<file path="src/rtl/apb_completer_regfile.sv">
// -----------------------------------------------------------------------------
// apb_completer_regfile
//
// APB4 completer backed by a small word-addressed register file. Register 0 is
// a read-only ID constant; registers 1..NUM_REGS-1 are read/write with byte
// strobes. Every access phase lasts WAIT_STATES+1 cycles. Misaligned,
// out-of-range and register-0 writes complete with pslverr.
//
// Optional build macro: APB_PROT_CHECK_EN
//   When defined, registers with index >= NUM_REGS/2 are privileged. A setup
//   targeting them with pprot[0]=0 completes with pslverr, prdata=0 and no
//   write. When undefined, pprot is ignored.
//
// Ports:
//   pclk, presetn       clock, asynchronous active-low reset
//   paddr, pwdata       byte address, write data
//   pstrb, pprot        write byte strobes, protection type
//   pselx, penable      select, access-phase indicator
//   pwrite              1 = write, 0 = read
//   pready, prdata      registered completion, registered read data
//   pslverr             registered error response (only with pready)
//   regs_o              flattened register contents, register i at
//                       [i*DATA_WIDTH +: DATA_WIDTH] (slot 0 holds ID_VALUE)
//
// State | Meaning
// ------+----------------------------------------------------------------
// IDLE  | no transfer in progress, waiting for a setup phase
// ACCESS| transfer latched; counting wait states, then holding pready
// -----------------------------------------------------------------------------
module apb_completer_regfile #(
    parameter int                    ADDR_WIDTH  = 32,
    parameter int                    DATA_WIDTH  = 32,
    parameter int                    NUM_REGS    = 8,
    parameter int                    WAIT_STATES = 1,
    parameter logic [DATA_WIDTH-1:0] ID_VALUE    = 32'hA9B0_0001
) (
    input  logic                           pclk,
    input  logic                           presetn,
    input  logic [ADDR_WIDTH-1:0]          paddr,
    input  logic [DATA_WIDTH-1:0]          pwdata,
    input  logic [DATA_WIDTH/8-1:0]        pstrb,
    input  logic [2:0]                     pprot,
    input  logic                           pselx,
    input  logic                           penable,
    input  logic                           pwrite,
    output logic                           pready,
    output logic [DATA_WIDTH-1:0]          prdata,
    output logic                           pslverr,
    output logic [NUM_REGS*DATA_WIDTH-1:0] regs_o
);

    localparam int         NB     = DATA_WIDTH / 8;
    localparam int         OFFS   = $clog2(NB);
    localparam int         IDX_W  = ADDR_WIDTH - OFFS;
    localparam int         RIDX_W = (NUM_REGS > 1) ? $clog2(NUM_REGS) : 1;
    localparam logic [3:0] WS     = 4'(WAIT_STATES);

    typedef enum logic {
        IDLE,
        ACCESS
    } state_t;

    state_t                  state;
    logic [3:0]              cnt;
    logic [RIDX_W-1:0]       lat_idx;
    logic                    lat_write;
    logic                    lat_err;
    logic [DATA_WIDTH-1:0]   lat_wdata;
    logic [NB-1:0]           lat_strb;
    logic [DATA_WIDTH-1:0]   lat_rdata;

    logic [DATA_WIDTH-1:0]   regs [1:NUM_REGS-1];

    logic [IDX_W-1:0]        setup_idx;
    logic                    setup_err;
    logic [DATA_WIDTH-1:0]   setup_rdata;
    logic                    priv_err;
    logic                    unused_prot;

`ifdef APB_PROT_CHECK_EN
    assign priv_err    = !pprot[0] && (setup_idx >= IDX_W'(NUM_REGS / 2));
    assign unused_prot = ^pprot[2:1];
`else
    assign priv_err    = 1'b0;
    assign unused_prot = ^pprot;
`endif

    // Decode of the address phase; everything the access needs is frozen at
    // setup, so later bus or register changes cannot alter the response.
    always_comb begin
        setup_idx = paddr[ADDR_WIDTH-1:OFFS];
        setup_err = (|(paddr & ADDR_WIDTH'(NB - 1)))
                  || (setup_idx >= IDX_W'(NUM_REGS))
                  || (pwrite && (setup_idx == '0))
                  || priv_err;
        setup_rdata = ID_VALUE;
        for (int i = 1; i < NUM_REGS; i++) begin
            if (setup_idx == IDX_W'(i)) begin
                setup_rdata = regs[i];
            end
        end
    end

    always_ff @(posedge pclk or negedge presetn) begin
        if (!presetn) begin
            state     <= IDLE;
            cnt       <= '0;
            lat_idx   <= '0;
            lat_write <= 1'b0;
            lat_err   <= 1'b0;
            lat_wdata <= '0;
            lat_strb  <= '0;
            lat_rdata <= '0;
            pready    <= 1'b0;
            prdata    <= '0;
            pslverr   <= 1'b0;
            for (int i = 1; i < NUM_REGS; i++) begin
                regs[i] <= '0;
            end
        end else begin
            case (state)
                IDLE: begin
                    if (pselx && !penable) begin
                        lat_idx   <= setup_idx[RIDX_W-1:0];
                        lat_write <= pwrite;
                        lat_err   <= setup_err;
                        lat_wdata <= pwdata;
                        lat_strb  <= pstrb;
                        lat_rdata <= setup_rdata;
                        cnt       <= WS;
                        state     <= ACCESS;
                        if (WAIT_STATES == 0) begin
                            pready  <= 1'b1;
                            pslverr <= setup_err;
                            prdata  <= (setup_err || pwrite) ? '0 : setup_rdata;
                        end
                    end
                end
                ACCESS: begin
                    if (!pselx) begin
                        // Requester abandoned the transfer: drop it, no write.
                        state   <= IDLE;
                        pready  <= 1'b0;
                        pslverr <= 1'b0;
                        prdata  <= '0;
                    end else if (!pready) begin
                        cnt <= cnt - 4'd1;
                        if (cnt == 4'd1) begin
                            pready  <= 1'b1;
                            pslverr <= lat_err;
                            prdata  <= (lat_err || lat_write) ? '0 : lat_rdata;
                        end
                    end else if (penable) begin
                        if (lat_write && !lat_err) begin
                            for (int i = 1; i < NUM_REGS; i++) begin
                                for (int k = 0; k < NB; k++) begin
                                    if ((lat_idx == RIDX_W'(i)) && lat_strb[k]) begin
                                        regs[i][k*8 +: 8] <= lat_wdata[k*8 +: 8];
                                    end
                                end
                            end
                        end
                        state   <= IDLE;
                        pready  <= 1'b0;
                        pslverr <= 1'b0;
                        prdata  <= '0;
                    end
                end
                default: state <= IDLE;
            endcase
        end
    end

    always_comb begin
        regs_o = '0;
        regs_o[DATA_WIDTH-1:0] = ID_VALUE;
        for (int i = 1; i < NUM_REGS; i++) begin
            regs_o[i*DATA_WIDTH +: DATA_WIDTH] = regs[i];
        end
    end

endmodule

</file>
<file path="config.mk">
export PLATFORM = sky130hd
export DESIGN_NAME = apb_completer_regfile
export DESIGN_NICKNAME = d
export VERILOG_FILES = /design/src/rtl/apb_completer_regfile.sv
export SDC_FILE = /design/constraint.sdc
export NUM_CORES = 1
export LEC_CHECK = 0
export ABC_AREA = 1
export CAP_MARGIN = 15
export CELL_PAD_IN_SITES_DETAIL_PLACEMENT = 1
export CELL_PAD_IN_SITES_GLOBAL_PLACEMENT = 2
export CORE_AREA = 2 2 241 243
export DETAILED_ROUTE_END_ITERATION = 16
export DIE_AREA = 0 0 243 245
export PLACE_DENSITY_LB_ADDON = 0.3
export SYNTH_ARGS = -nofsm -noshare
export SYNTH_HDL_FRONTEND = slang
export SYNTH_SLANG_ARGS = --single-unit
</file>
<file path="constraint.sdc">
create_clock -name pclk -period 1.6 [get_ports pclk]
set_input_delay 0.4 -clock pclk [delete_from_list [all_inputs] [get_ports pclk]]
set_output_delay 0.4 -clock pclk [all_outputs]
set_load 0.02 [all_outputs]
</file>
==> flow_summary.toml <==
[global_routing]
grt_pass1_wl_mm = 94.5
grt_pass1_vias = 14653
globalRoute.totalOverflow = 0
grt_util_all_layers = 0.211
grt_max_degree = 71
antenna_found_initial = 1

[synth]
synth-xor-area-share = 0.000598
postSynthCellCount = 1738
synth_compound_area_frac = 0.110
yosys.area_share.adder = 0.00171
synth_mux_area_frac = 0
synth_area_per_cell_um2 = 8.42
synth_simple_gate_area_frac = 0.246
post-synth-top-area-cell = "dfrtp_1"
seq_area_frac_synth = 0.574
ys_seq_elements = 336
yosys_warnings = 0
netlist_area_mm2 = 0.0146
synth_top_family_by_area = "simple AND/OR/NAND/NOR gates"
netlist_top_cells_area = "dfrtp_1, nand2_1, o21ai_0"
yosys.area.top_type_share = 0.574
ys_types = 35

[sta]
min_period_over_period = 1.03
finalHoldViolations = 0
fin_ws_ps = -41.9
final-setup-viol-count = 28
fmax_mhz = 609
drv_slew = 0
finalSetupTns_ps = -471
min_period_ps = 1640
rsz0062_at_grt = "true"
skew_ps = 12.6

[setup_path]
critPathRequiredTime_ps = 2070
r2r_end = "prdata[16]"
cpMaxStageDelayCell = "dfrtp_1"
cp.arrival_ps = 2110
slowest_delay_ps = 390
crit_start = "cnt[1]"
r2r-start = "cnt[1]"
worstRegToRegCells = 8
critPathMaxFanout = 8
crit_type = "reg -> reg"
crit_chain = "inv_2 -> ha_4 -> nand2_4 -> a221oi_4 -> buf_6 -> clkbuf_16 -> nor2_1 -> a21oi_1"
endpoint = "prdata[16]"
start_kind = "register"
cp-end-kind = "register"
r2r_slack_ps = -40

[power_and_ir_drop]
power.density_mw_per_mm2 = 1080
leakage_nw = 11.0
vdd.ir_drop.worst_mv = 0.581

[clock_network]
clk_path_buf_depth = 3
worstSkewPairLatency_ps = 550
htree_num_levels = 2
cts_sinks = 336
path_clk_slew_ps = 60
clockRootBuffer = "clkbuf_16"
cts_tree = "built"
cts_buffers = 41

[routing]
drt-total-wl_mm = 64.7
drc = 0
drt-initial-drc-count = 697
antenna_left = 0
viasPerCell = 4.58
num_vias = 14080
dr.pass1.iters = 5
wire_per_inst_um = 21.1

[floorplan]
die_area_mm2 = 0.0595
core_mm2 = 0.0570
die_h_um = 245
rows = 88
initial_core_util = 0.257
num_io_pins = 366
die_width_um = 243

[run_status]
outcome = "finished, violations left"
failed_checks = "negative setup slack"

[place]
gp_congestion = 0.827
io_buffers = 330
dp_hpwl_mm = 46.1
pre_cts_slack_ps = -923

[min_path]
holdPathStages = 4
min_path_type = "in -> reg"

[layout]
drive_gt1_frac = 0.342
diodes = 0
synthToLayoutAreaGrowth_pct = 51.8
final_common_cell = "nand2_1"
nets = 2355
layout_common_cells = "nand2_1, dfrtp_1, o21ai_0"

[job]
maxCapViolCount = 0
[logic make-up after synthesis]
group / after synthesis
and+or+nand+nor: 857
AOI/OAI and AO/OA: 319
other: 2
adders and majority gates: 2
buffers and inverters: 221
xor gates and xnor gates: 1
DFF: 336
[layout make-up]
class | instances | area, um2
fill | 6734 | 34800
sequential | 336 | 8420
multi-input combinational | 1211 | 6160
timing repair buffer | 573 | 4950
clock buffer | 59 | 1170
tap | 765 | 957
inverter | 114 | 439
clock inverter | 13 | 118
[how the worst min path moves through the flow]
stage                   from          to  slack [ps]
finish              paddr[3]  lat_idx[1]         300
global route         presetn   prdata[7]         320
CTS                  presetn   prdata[7]         300
detailed placement   presetn   prdata[7]         300
global placement     presetn   prdata[5]         300
floorplan            presetn      cnt[0]         100
[cells in the mapped netlist, drive strengths merged]
cell type and n:
nor3b 4, a22oi 1, inv 113, nand2 565, a32oi 1, nand3b 3
xnor2 1, nand4 34, nor4 1, ha 2, nor2 122, a221oi 1
clkinv 1, clkbuf 47, a31oi 1, o21ai 278, buf 60, dfrtp 336
or2 9, nand3 104, nor3 15, o22ai 1, conb 2, a21oi 36
[power breakdown]
part | switching (mW) | internal [mW]
registers | 0.606 | 9.30
logic | 2.95 | 1.94
clock network | 3.72 | 5.40
[through the flow]
stage          cells  cell area, um2  hold slack (ps)  utilization  power, mW
2_1_floorplan   1768           14900              104            -       11.8
3_3_place_gp    2906           20500              295        0.360       14.2
3_5_place_dp    2906           20500              297        0.360       14.4
4_1_cts         3054           21500              304        0.377       23.4
5_1_grt         3071           22200              319        0.390       25.0
6_report        3071           22200              296        0.390       23.9
[state kept, by name, summed over array words and instances, names as in the netlist, 3 cells and up]
name and cells:
lat_wdata 32, lat_rdata 32, prdata 32, lat_idx 3
cnt 4, lat_strb 4, regs_o 224
[worst max-delay path, delay by kind of cell (launching register included)]
| kind | cells | cell delay [ps] |
|---|---|---|
| DFF | 1 | 390 |
| AOI/OAI and AO/OA | 2 | 420 |
| adders and majority gates | 1 | 150 |
| buffers and inverters | 3 | 480 |
| and+or+nand+nor | 2 | 110 |
[layer usage]
layer  track usage  routed length [um]
met1         0.289               29500
met2         0.343               30900
met3        0.0300                2540
met4        0.0657                1720
met5             0                  13
[repair_timing]
action,in CTS,in global routing
endpoints found under the hold margin,24,0
gates resized for setup,1174,238
endpoints found under the setup margin,472,298
buffers inserted,68,15
cloned,7,7
hold buffers,1,0
pin swaps,46,64
Power figures use the tool's default switching activity.
